[config.mk]
export PLATFORM = sky130hd
export DESIGN_NAME = div_unit
export DESIGN_NICKNAME = d
export VERILOG_FILES = /design/src/rtl/div_unit_pkg.sv /design/src/rtl/div_unit.sv
export SDC_FILE = /design/constraint.sdc
export NUM_CORES = 1
export LEC_CHECK = 0
export CAP_MARGIN = 40
export CORE_ASPECT_RATIO = 0.8
export CORE_MARGIN = 2
export CORE_UTILIZATION = 53
export CTS_CLUSTER_SIZE = 28
export DETAILED_ROUTE_END_ITERATION = 8
export PLACE_DENSITY_LB_ADDON = 0.2
export SLEW_MARGIN = 20
export SYNTH_ARGS = -nofsm -noshare
export SYNTH_HDL_FRONTEND = slang
export SYNTH_SLANG_ARGS = --single-unit
[constraint.sdc]
create_clock -name clk -period 5.3 [get_ports clk]
set_input_delay 0.795 -clock clk [delete_from_list [all_inputs] [get_ports clk]]
set_output_delay 0.795 -clock clk [all_outputs]
set_load 0.01 [all_outputs]
[src/rtl/div_unit_pkg.sv]
// ----------------------------------------------------------------------------
// div_unit_pkg
//
// Shared definitions for the 32-bit iterative divider:
//   - div_state_e          : FSM state encodings (DivFree, DivByZero, DivOn, DivEnd)
//   - DivResultReady/NotReady : levels of ready_o
//   - DivStart/DivStop     : levels of start_i
//   - mag32()              : magnitude of an operand under signed/unsigned mode
// ----------------------------------------------------------------------------
package div_unit_pkg;

    localparam int RegWidth       = 32;
    localparam int DoubleRegWidth = 64;

    typedef enum logic [1:0] {
        DivFree   = 2'b00,
        DivByZero = 2'b01,
        DivOn     = 2'b10,
        DivEnd    = 2'b11
    } div_state_e;

    localparam logic DivResultReady    = 1'b1;
    localparam logic DivResultNotReady = 1'b0;
    localparam logic DivStart          = 1'b1;
    localparam logic DivStop           = 1'b0;

    // Two's-complement magnitude in signed mode; 0x80000000 maps to itself,
    // which is the correct unsigned magnitude 2^31.
    function automatic logic [RegWidth-1:0] mag32(input logic [RegWidth-1:0] v,
                                                  input logic                is_signed);
        return (is_signed && v[RegWidth-1]) ? (~v + 32'd1) : v;
    endfunction

endpackage

[src/rtl/div_unit.sv]
// ----------------------------------------------------------------------------
// div_unit
//
// Iterative 32-bit divider (DIV / DIVU), one restoring radix-2 step per cycle.
// Result format: {remainder (HI), quotient (LO)}.
//
// Ports:
//   clk           in   1  clock, all state changes on rising edge
//   rst           in   1  synchronous active-high reset
//   signed_div_i  in   1  1 = signed, 0 = unsigned (sampled with start_i)
//   opdata1_i     in  32  dividend (sampled with start_i)
//   opdata2_i     in  32  divisor  (sampled with start_i)
//   start_i       in   1  request, held until ready_o is seen
//   annul_i       in   1  flush, aborts the current division
//   result_o      out 64  {remainder, quotient}, registered
//   ready_o       out  1  result valid, registered
//
// Configuration macro:
//   DIV_EARLY_OUT_EN  when defined, requests with |dividend| < |divisor|
//                     skip the iteration and finish with quotient 0 and
//                     remainder = dividend, two cycles after acceptance.
// ----------------------------------------------------------------------------
module div_unit
    import div_unit_pkg::*;
(
    input  logic                      clk,
    input  logic                      rst,
    input  logic                      signed_div_i,
    input  logic [RegWidth-1:0]       opdata1_i,
    input  logic [RegWidth-1:0]       opdata2_i,
    input  logic                      start_i,
    input  logic                      annul_i,
    output logic [DoubleRegWidth-1:0] result_o,
    output logic                      ready_o
);

    // ------------------------------------------------------------------
    // State
    // ------------------------------------------------------------------
    div_state_e                r_state;
    logic [4:0]                r_cnt;
    // [64:32] partial remainder, [31:0] dividend bits shifting out / quotient
    // bits shifting in.
    logic [DoubleRegWidth:0]   r_shift;
    logic [RegWidth-1:0]       r_divisor;
    logic                      r_neg_q;
    logic                      r_neg_r;
`ifdef DIV_EARLY_OUT_EN
    logic                      r_early;
    logic [RegWidth-1:0]       r_early_rem;
`endif

    div_state_e                w_state_n;
    logic [4:0]                w_cnt_n;
    logic [DoubleRegWidth:0]   w_shift_n;
    logic [RegWidth-1:0]       w_divisor_n;
    logic                      w_neg_q_n;
    logic                      w_neg_r_n;
    logic [DoubleRegWidth-1:0] w_result_n;
    logic                      w_ready_n;
`ifdef DIV_EARLY_OUT_EN
    logic                      w_early_n;
    logic [RegWidth-1:0]       w_early_rem_n;
`endif

    // ------------------------------------------------------------------
    // Datapath: operand magnitudes, one restoring step, sign fix-up
    // ------------------------------------------------------------------
    logic [RegWidth-1:0]       w_mag_a;
    logic [RegWidth-1:0]       w_mag_b;
    logic [DoubleRegWidth:0]   w_shifted;
    logic [RegWidth+1:0]       w_trial;
    logic [DoubleRegWidth:0]   w_step;
    logic [RegWidth-1:0]       w_quot;
    logic [RegWidth-1:0]       w_rem;

    assign w_mag_a   = mag32(opdata1_i, signed_div_i);
    assign w_mag_b   = mag32(opdata2_i, signed_div_i);

    assign w_shifted = r_shift << 1;
    // 34-bit trial subtraction: the shifted partial remainder can reach 33
    // bits, so the sign of the difference sits in bit 33.
    assign w_trial   = {1'b0, w_shifted[DoubleRegWidth:RegWidth]} - {2'b00, r_divisor};
    assign w_step    = w_trial[RegWidth+1]
                     ? w_shifted
                     : {w_trial[RegWidth:0], w_shifted[RegWidth-1:1], 1'b1};

    // Fix-up applied to the final step so END already holds the signed result.
    assign w_quot    = r_neg_q ? (~w_step[RegWidth-1:0] + 32'd1) : w_step[RegWidth-1:0];
    assign w_rem     = r_neg_r ? (~w_step[DoubleRegWidth-1:RegWidth] + 32'd1)
                               : w_step[DoubleRegWidth-1:RegWidth];

    // ------------------------------------------------------------------
    // Next-state / next-output logic
    // ------------------------------------------------------------------
    always_comb begin
        // NOTE: every signal written here gets a default first, so no path
        // can leave one unassigned and infer a latch.
        w_state_n     = r_state;
        w_cnt_n       = r_cnt;
        w_shift_n     = r_shift;
        w_divisor_n   = r_divisor;
        w_neg_q_n     = r_neg_q;
        w_neg_r_n     = r_neg_r;
        w_result_n    = result_o;
        w_ready_n     = ready_o;
`ifdef DIV_EARLY_OUT_EN
        w_early_n     = r_early;
        w_early_rem_n = r_early_rem;
`endif

        unique case (r_state)
            DivFree: begin
                w_ready_n  = DivResultNotReady;
                w_result_n = '0;
                if (start_i == DivStart) begin
                    w_divisor_n = w_mag_b;
                    w_shift_n   = {33'd0, w_mag_a};
                    w_cnt_n     = '0;
                    w_neg_q_n   = signed_div_i && (opdata1_i[RegWidth-1] ^ opdata2_i[RegWidth-1]);
                    w_neg_r_n   = signed_div_i && opdata1_i[RegWidth-1];
`ifdef DIV_EARLY_OUT_EN
                    w_early_n     = 1'b0;
                    w_early_rem_n = opdata1_i;
                    if (opdata2_i == '0) begin
                        w_state_n = DivByZero;
                    end else if (w_mag_a < w_mag_b) begin
                        // Shares the one-cycle ZERO hop so the early result
                        // appears in the same cycle as a divide-by-zero.
                        w_early_n = 1'b1;
                        w_state_n = DivByZero;
                    end else begin
                        w_state_n = DivOn;
                    end
`else
                    w_state_n = (opdata2_i == '0) ? DivByZero : DivOn;
`endif
                end
            end

            DivByZero: begin
                w_state_n  = DivEnd;
                w_ready_n  = DivResultReady;
`ifdef DIV_EARLY_OUT_EN
                w_result_n = r_early ? {r_early_rem, 32'd0} : '0;
`else
                w_result_n = '0;
`endif
            end

            DivOn: begin
                w_shift_n = w_step;
                w_cnt_n   = r_cnt + 5'd1;
                if (r_cnt == 5'd31) begin
                    w_state_n  = DivEnd;
                    w_ready_n  = DivResultReady;
                    w_result_n = {w_rem, w_quot};
                end
            end

            DivEnd: begin
                if (start_i == DivStop) begin
                    w_state_n  = DivFree;
                    w_ready_n  = DivResultNotReady;
                    w_result_n = '0;
                end
            end

            default: begin
                w_state_n = DivFree;
            end
        endcase

        // Flush overrides everything, including a start in the same cycle.
        if (annul_i) begin
            w_state_n  = DivFree;
            w_ready_n  = DivResultNotReady;
            w_result_n = '0;
        end
    end

    // ------------------------------------------------------------------
    // Registers
    // ------------------------------------------------------------------
    // NOTE: sequential state uses non-blocking assignments so every register
    // samples the pre-edge values regardless of statement order.
    always_ff @(posedge clk) begin
        if (rst) begin
            // NOTE: the datapath registers are small and are cleared too, so a
            // reset mid-division leaves nothing behind.
            r_state     <= DivFree;
            r_cnt       <= '0;
            r_shift     <= '0;
            r_divisor   <= '0;
            r_neg_q     <= 1'b0;
            r_neg_r     <= 1'b0;
            result_o    <= '0;
            ready_o     <= DivResultNotReady;
`ifdef DIV_EARLY_OUT_EN
            r_early     <= 1'b0;
            r_early_rem <= '0;
`endif
        end else begin
            r_state     <= w_state_n;
            r_cnt       <= w_cnt_n;
            r_shift     <= w_shift_n;
            r_divisor   <= w_divisor_n;
            r_neg_q     <= w_neg_q_n;
            r_neg_r     <= w_neg_r_n;
            result_o    <= w_result_n;
            ready_o     <= w_ready_n;
`ifdef DIV_EARLY_OUT_EN
            r_early     <= w_early_n;
            r_early_rem <= w_early_rem_n;
`endif
        end
    end

endmodule
==> Word-level counts from Yosys, hierarchy flattened <==
Index checks and enable logic that the tools add are counted.
W data, S select, Z words.
{ "classes": {"n_reduce_logical": 12, "eq_ne": 7, "n_addsub": 6, "n_bitwise": 5, "muxes": 20} }
{ "op_table": {"columns": ["operator", "n"], "rows": [
  ["$mux W64", 4],
  ["$pmux W64 S3", 1],
  ["$add A32 B1 Y32 const B", 4],
  ["$mux W32", 4],
  ["$not A32 Y32", 4],
  ["$pmux W64 S2", 1],
  ["$sub A33 B32 Y34", 1],
  ["$logic_not A32 Y1", 1],
  ["$pmux W5 S2", 1],
  ["$mux W2", 4],
  ["$pmux W2 S4", 1],
  ["$ne A2 B2 Y1 const B", 3],
  ["$reduce_and A2 Y1", 3],
  ["$add A5 B1 Y5 const B", 1],
  ["$eq A5 B5 Y1 const B", 1],
  ["$mux W5", 1],
  ["$eq A2 B2 Y1 const B", 2],
  ["$pmux W1 S4", 1],
  ["$reduce_or A2 Y1", 2],
  ["$logic_and A1 B1 Y1", 3],
  ["$reduce_and A3 Y1", 1],
  ["$eq A2 B1 Y1 const B", 1],
  ["$logic_not A2 Y1", 1],
  ["$mux W1", 2],
  ["other kinds (2)", 2]
]} }
{ "totals": {"in_bits": 69, "out_inout_bits": 65, "ff_bits": 170, "elab_cells": 58} }

==> Depth between registers and ports, before layout <==
{ "depth": {"depth_word": 7, "ltp_mapped": 24, "mapped_depth_nobuf": 20} }

==> Worst setup path before layout <==
No wires, ideal clock.
{ "synth_path": {"path_type": "flip-flop to flip-flop", "startpoint": "register r_divisor[23]", "endpoint": "register result_o[58]", "setup_ns": 0.121, "stages_incl_launch_ff": 24, "synth_period_minus_slack_ns": 4.614, "path_buffers": 4, "arrival_ns": 4.493, "required_ns": 5.179, "path_slack_ns": 0.686, "path_cell_list": "dfxtp_1 -> inv_1 -> ha_1 -> buf_2 -> nand4_1 -> nor4_4 -> nand2_2 -> a21o_4 -> nand2_8 -> clkbuf_1 -> buf_2 -> buf_1 -> a21oi_1 -> inv_1 -> ha_1 -> and2_1 -> o2111a_1 -> nand3_1 -> mux2i_1 -> and2_1 -> nand3_1 -> o41ai_1 -> xnor2_1 -> o21ai_1"} }
{ "synth_between": {"elab_chain_cells": 7} }
{ "synth_lines": {"columns": ["item", "line_no", "text"], "rows": [
  ["from (decl)", "div_unit.sv:45", "logic [RegWidth-1:0] r_divisor;"],
  ["from (signal assigned)", "div_unit.sv:207", "r_divisor <= w_divisor_n;"],
  ["$sub A33 B32 Y34 (*)", "div_unit.sv:83", "assign w_trial = {1'b0, w_shifted[DoubleRegWidth:RegWidth]} - {2'b00, r_divisor};"],
  ["$mux W64 (*)", "div_unit.sv:85", "? w_shifted"],
  ["$not A32 Y32", "div_unit.sv:90", "assign w_rem = r_neg_r ? (~w_step[DoubleRegWidth-1:RegWidth] + 32'd1)"],
  ["$add A32 B1 Y32", "div_unit.sv:90", null],
  ["$mux W32 (*)", "div_unit.sv:90", null],
  ["$mux W64 (*)", "div_unit.sv:154", "if (r_cnt == 5'd31) begin"],
  ["$pmux W64 S3 (*)", "div_unit.sv:112", "unique case (r_state)"],
  ["to (signal assigned)", "div_unit.sv:210", "result_o <= w_result_n;"],
  ["to (decl)", "div_unit.sv:33", "output logic [DoubleRegWidth-1:0] result_o,"]
]} }
Every way passes the cells marked *; elsewhere a longest branch is shown, timed or not. The select of a mux whose other input is x is not followed.
A chain may end at the register's enable or synchronous reset.

==> Final worst setup path <==
{ "layout_path": {"startpoint": "register r_shift[53]", "endpoint": "register result_o[58]"} }
{ "layout_between": {"elab_chain_cells": 7} }
{ "layout_lines": {"columns": ["item", "line_no", "text"], "rows": [
  ["from (decl)", "div_unit.sv:44", "logic [DoubleRegWidth:0] r_shift;"],
  ["from (signal assigned)", "div_unit.sv:206", "r_shift <= w_shift_n;"],
  ["$sub A33 B32 Y34", "div_unit.sv:83", null],
  ["$mux W64 (*)", "div_unit.sv:85", null],
  ["$not A32 Y32", "div_unit.sv:90", null],
  ["$add A32 B1 Y32", "div_unit.sv:90", null],
  ["$mux W32 (*)", "div_unit.sv:90", null],
  ["$mux W64 (*)", "div_unit.sv:154", null],
  ["$pmux W64 S3 (*)", "div_unit.sv:112", null]
]} }
Marks and branches as above.

==> results.md <==
* Result of the run: completed
* WHS Path Cells at 2
* Net count after synthesis at 1707
* Port Buffer Count at 133
* Standard-cell rows at 48
* Share of synthesized registers carrying an async set or reset at 0
* Area delta synth->final at 18.5%
* Final critical path time including I/O delays and setup at approximately 4900 ps
* Clock tree from TritonCTS: built
* First-pass detailed-route iteration total at 8
* Initial Util at 0.543
* Number of nets in the final layout at about 1800
* Chip Height at around 140 um
* Final number of max-transition violations at 0
* Unrepaired setup endpoints after global routing: no
* Origin of the worst setup path: r_shift[53]$_SDFFE_PP0P_
* Max Cap Violations at 0
* Fraction of the core area covered by cells at the end of the flow at 0.643
* Largest fanout on the critical path at between 40 and 50
* Path depth of the worst reg2reg path at 17
* Estimated wirelength of the detail-placed design at 29600 um
* Arithmetic-cell share of the synthesized area counting full adders, half adders and majority gates at 0.0464
* Post-route cell area at 0.0139 mm2
* Routability cong. at 0.967
* Via count of the routed design at 12200
* Setup TNS at 0 ps
* I/O pin count at 134
* Hold buffer count at cts at 0
* Antenna viol nets, final at 0
* Fraction of the yosys area taken by sequential cells at 0.289
* Wire length of the first global-routing pass at 59400 um
* Multiplexer fraction of the synthesized cell area at 0.0166
* Routed wire length per instance at 19.6 um
* Logic pwr share at 0.244
* Die W at 171 um
* Htree depth at 4
* Hold/Removal Path Class: flip-flop to flip-flop
* Cells resized by post-CTS repair at 0
* Fraction of the mapped netlist area in simple logic gates at 0.238
* Launching element type of the critical path: flip-flop
* Hold slack final at 454 ps
* Switching power share of the total at 0.354
* Final clock period utilization by the worst path at 0.915
* Total count of hold-check failures in the final report at 0
* Layout Skew at ~16 ps
* Share of final-layout standard cells stronger than drive strength 1 at 0.0555
* Mean number of vias per cell at 6.10
* Required time of the critical path at 5600 ps
* Global route total overflow at 0
* Static power due to leakage at roughly 5.2 nW
* Initial antenna violation count at 0
* Post-synthesis instance area at 0.0118 mm2
* Cell area after placement at 0.0133 mm2
* Total area of multi-input combinational cells at between 0.007 and 0.008 mm2
* # Post-CTS Setup Buffers at 0
* Pre-CTS worst setup slack at ~540 ps
* Overall power after layout at 3.54 mW
* Kind of end point of the critical path: flip-flop
* Antenna diode count at 0
* Post-placement cell count at 1960
* #FFs+latches synth at 170
* Largest vdd supply drop at 0.248 mV
* Portion of total power attributed to sequential cells at 0.397
* Area inside the core boundary at 0.0217 mm2
* Max Clock Freq at 0.206 GHz
* CTS Buffer Depth at 2
* Area enclosed by the die boundary at 0.0234 mm2
* Iter 0 DRT Violations at 1359
* Cell at the root of the clock tree: clkbuf_16
* Clock group share of total power at 0.359
* Maximum number of pins on one net before global-route repair at 62
* Combinational family with the most area after synthesis: compound AO/OA/AOI/OAI gates
* Fraction of the mapped netlist area in compound gates at 0.267
* Type of the setup path with the least slack: flip-flop to flip-flop
* Clk pin slew, worst setup/hold paths at approximately 80 ps
* Worst R2R End: result_o[58]$_SDFFE_PP0P_
* Gate count of the mapped netlist at 1595
* Overall routing resource usage at 0.330
* Internal portion of total power at about 2.3 mW
* YS warnings at 0
* Total clock sinks at 170
* Post-synth EDFFs at 0
* Dominant synthesized flop cell: dfxtp_1
* CTS buffer count at 17
* Number of global-route vias before repair at 10700
* Total Wirelength at between 30000 and 40000 um
* Power per standard cell area at 254 mW/mm2
* Reg-to-reg setup timing slack at roughly 450 ps
* Slew headroom at 0.376
* Post-layout worst setup margin at 448 ps
* Tightest Pin Transition at 928 ps
* Number of library cell types mapped by synthesis at 86
* Parity-gate share of the synthesized area counting xor and xnor cells at 0.0953
* DRC viols at 0
* Clk Latency, worst-skew pair at 440 ps
* Fill cell instance count of the final layout at 2035
* Worst flop-to-flop path startpoint: r_shift[53]$_SDFFE_PP0P_
* Timing endpoint of the critical path: result_o[58]$_SDFFE_PP0P_
* Arr. time, crit path at about 5200 ps
* Final cell count without fillers at 1993
* Net switching power of the design at 1.25 mW
* Count of endpoints failing setup in the final report at 0
* Post-synthesis average cell area at 7.37 um2
* Total area of sequential cells at between 0.003 and 0.004 mm2
-- layer usage --
layer	track usage	vias to the layer above	share of wire
met5	0	-	0
met4	0.0945	0	0.022
met3	0.110	66	0.12
met2	0.459	620	0.40
met1	0.479	5607	0.46
li1	-	5860	-
-- area by class of cell --
cell class	count	area share
clock buffer	18	0.0315
clock inverter	14	0.0104
inverter	53	0.0145
multi-input combinational	1281	0.562
sequential	170	0.244
tap	300	0.0269
timing repair buffer	157	0.111
-- Yosys cell counts, drive strengths merged, types with 6 or more instances --
cell type	number	area, um2
a22oi	54	405
dfxtp	170	3400
nor4	18	128
a311oi	11	96.3
o21a	13	98.9
clkbuf	71	267
and2	15	93.8
nor3	26	130
ha	42	526
nor2	201	754
o41ai	15	131
and3	9	56.3
or2	7	46.3
o31ai	18	154
mux2i	15	150
nand4	12	96.3
o21ai	122	611
nand3	24	120
xor2	63	552
a21oi	124	628
nand2b	13	81.3
o211ai	19	143
inv	52	198
or4	13	97.6
a21o	13	105
nand2	238	912
a211oi	33	270
a221oi	6	87.6
buf	20	91.3
xnor2	65	569
or3	19	119
a31oi	11	68.8
-- worst min-delay path by stage --
| stage | start | endpoint | slack (ps) |
|---|---|---|---|
| finish | result_o[58]$_SDFFE_PP0P_ | result_o[58]$_SDFFE_PP0P_ | 450 |
| global route | result_o[31]$_SDFFE_PP0P_ | result_o[31]$_SDFFE_PP0P_ | 470 |
| detailed placement | result_o[54]$_SDFFE_PP0P_ | result_o[54]$_SDFFE_PP0P_ | 440 |
| global placement | result_o[29]$_SDFFE_PP0P_ | result_o[29]$_SDFFE_PP0P_ | 430 |
| CTS | r_divisor[17]$_SDFFE_PP0P_ | r_divisor[17]$_SDFFE_PP0P_ | 460 |
| floorplan | r_divisor[17]$_SDFFE_PP0P_ | r_divisor[17]$_SDFFE_PP0P_ | 430 |
-- power by group through the flow --
stage	logic [mW]	registers (mW)	clock network, mW
floorplan	0.576	1.40	0
global placement	0.820	1.43	0
detailed placement	0.837	1.43	0
CTS	0.841	1.40	1.27
global route	0.940	1.41	1.33
finish	0.864	1.40	1.27
-- cell families (layout without fill, tap and decap cells) --
| family | after synthesis | count (layout) |
|---|---|---|
| AO/OA/AOI/OAI | 476 | 476 |
| XOR/XNOR | 128 | 128 |
| flip-flops | 170 | 170 |
| AND/OR/NAND/NOR | 615 | 615 |
| multiplexers | 19 | 19 |
| adder cells (fa/ha/maj) | 43 | 43 |
| buffers and inverters | 144 | 242 |
-- critical path, stage by stage (launching register included) --
cell and delay (ps):
dfxtp_1 350, ha_1 410, a21oi_1 240, o21a_2 190, o21ai_1 110, a221oi_4 540
nand2_8 350, o21ai_0 390, ha_1 250, and2_1 140, o2111a_1 250, nand3_1 90
mux2i_1 270, and2_1 230, nand3_1 170, o41ai_1 480, xnor2_1 170, o21ai_1 70
-- cells in the final DEF, fill, tap and decap left out, types with 14 or more instances in the layout --
cell type / instances
nand2_1: 236
inv_1: 51
clkdlybuf4s50_1: 132
xor2_1: 63
nor2_1: 200
xnor2_1: 65
a22oi_1: 54
a21oi_1: 122
ha_1: 42
o211ai_1: 19
nor3_1: 26
nor4_1: 17
or3_1: 19
nand3_1: 24
o21ai_0: 108
clkbuf_16: 17
and2_1: 14
a211oi_1: 30
dfxtp_1: 170
o31ai_1: 16
buf_4: 18
o41ai_1: 15
mux2i_1: 15
-- sequential cells by signal (all words and copies together) (netlist names) --
signal	count
r_cnt	5
r_divisor	32
r_neg_q	1
r_neg_r	1
r_shift	64
r_state	2
ready_o	1
result_o	64
(Power assumes the default switching activity.)
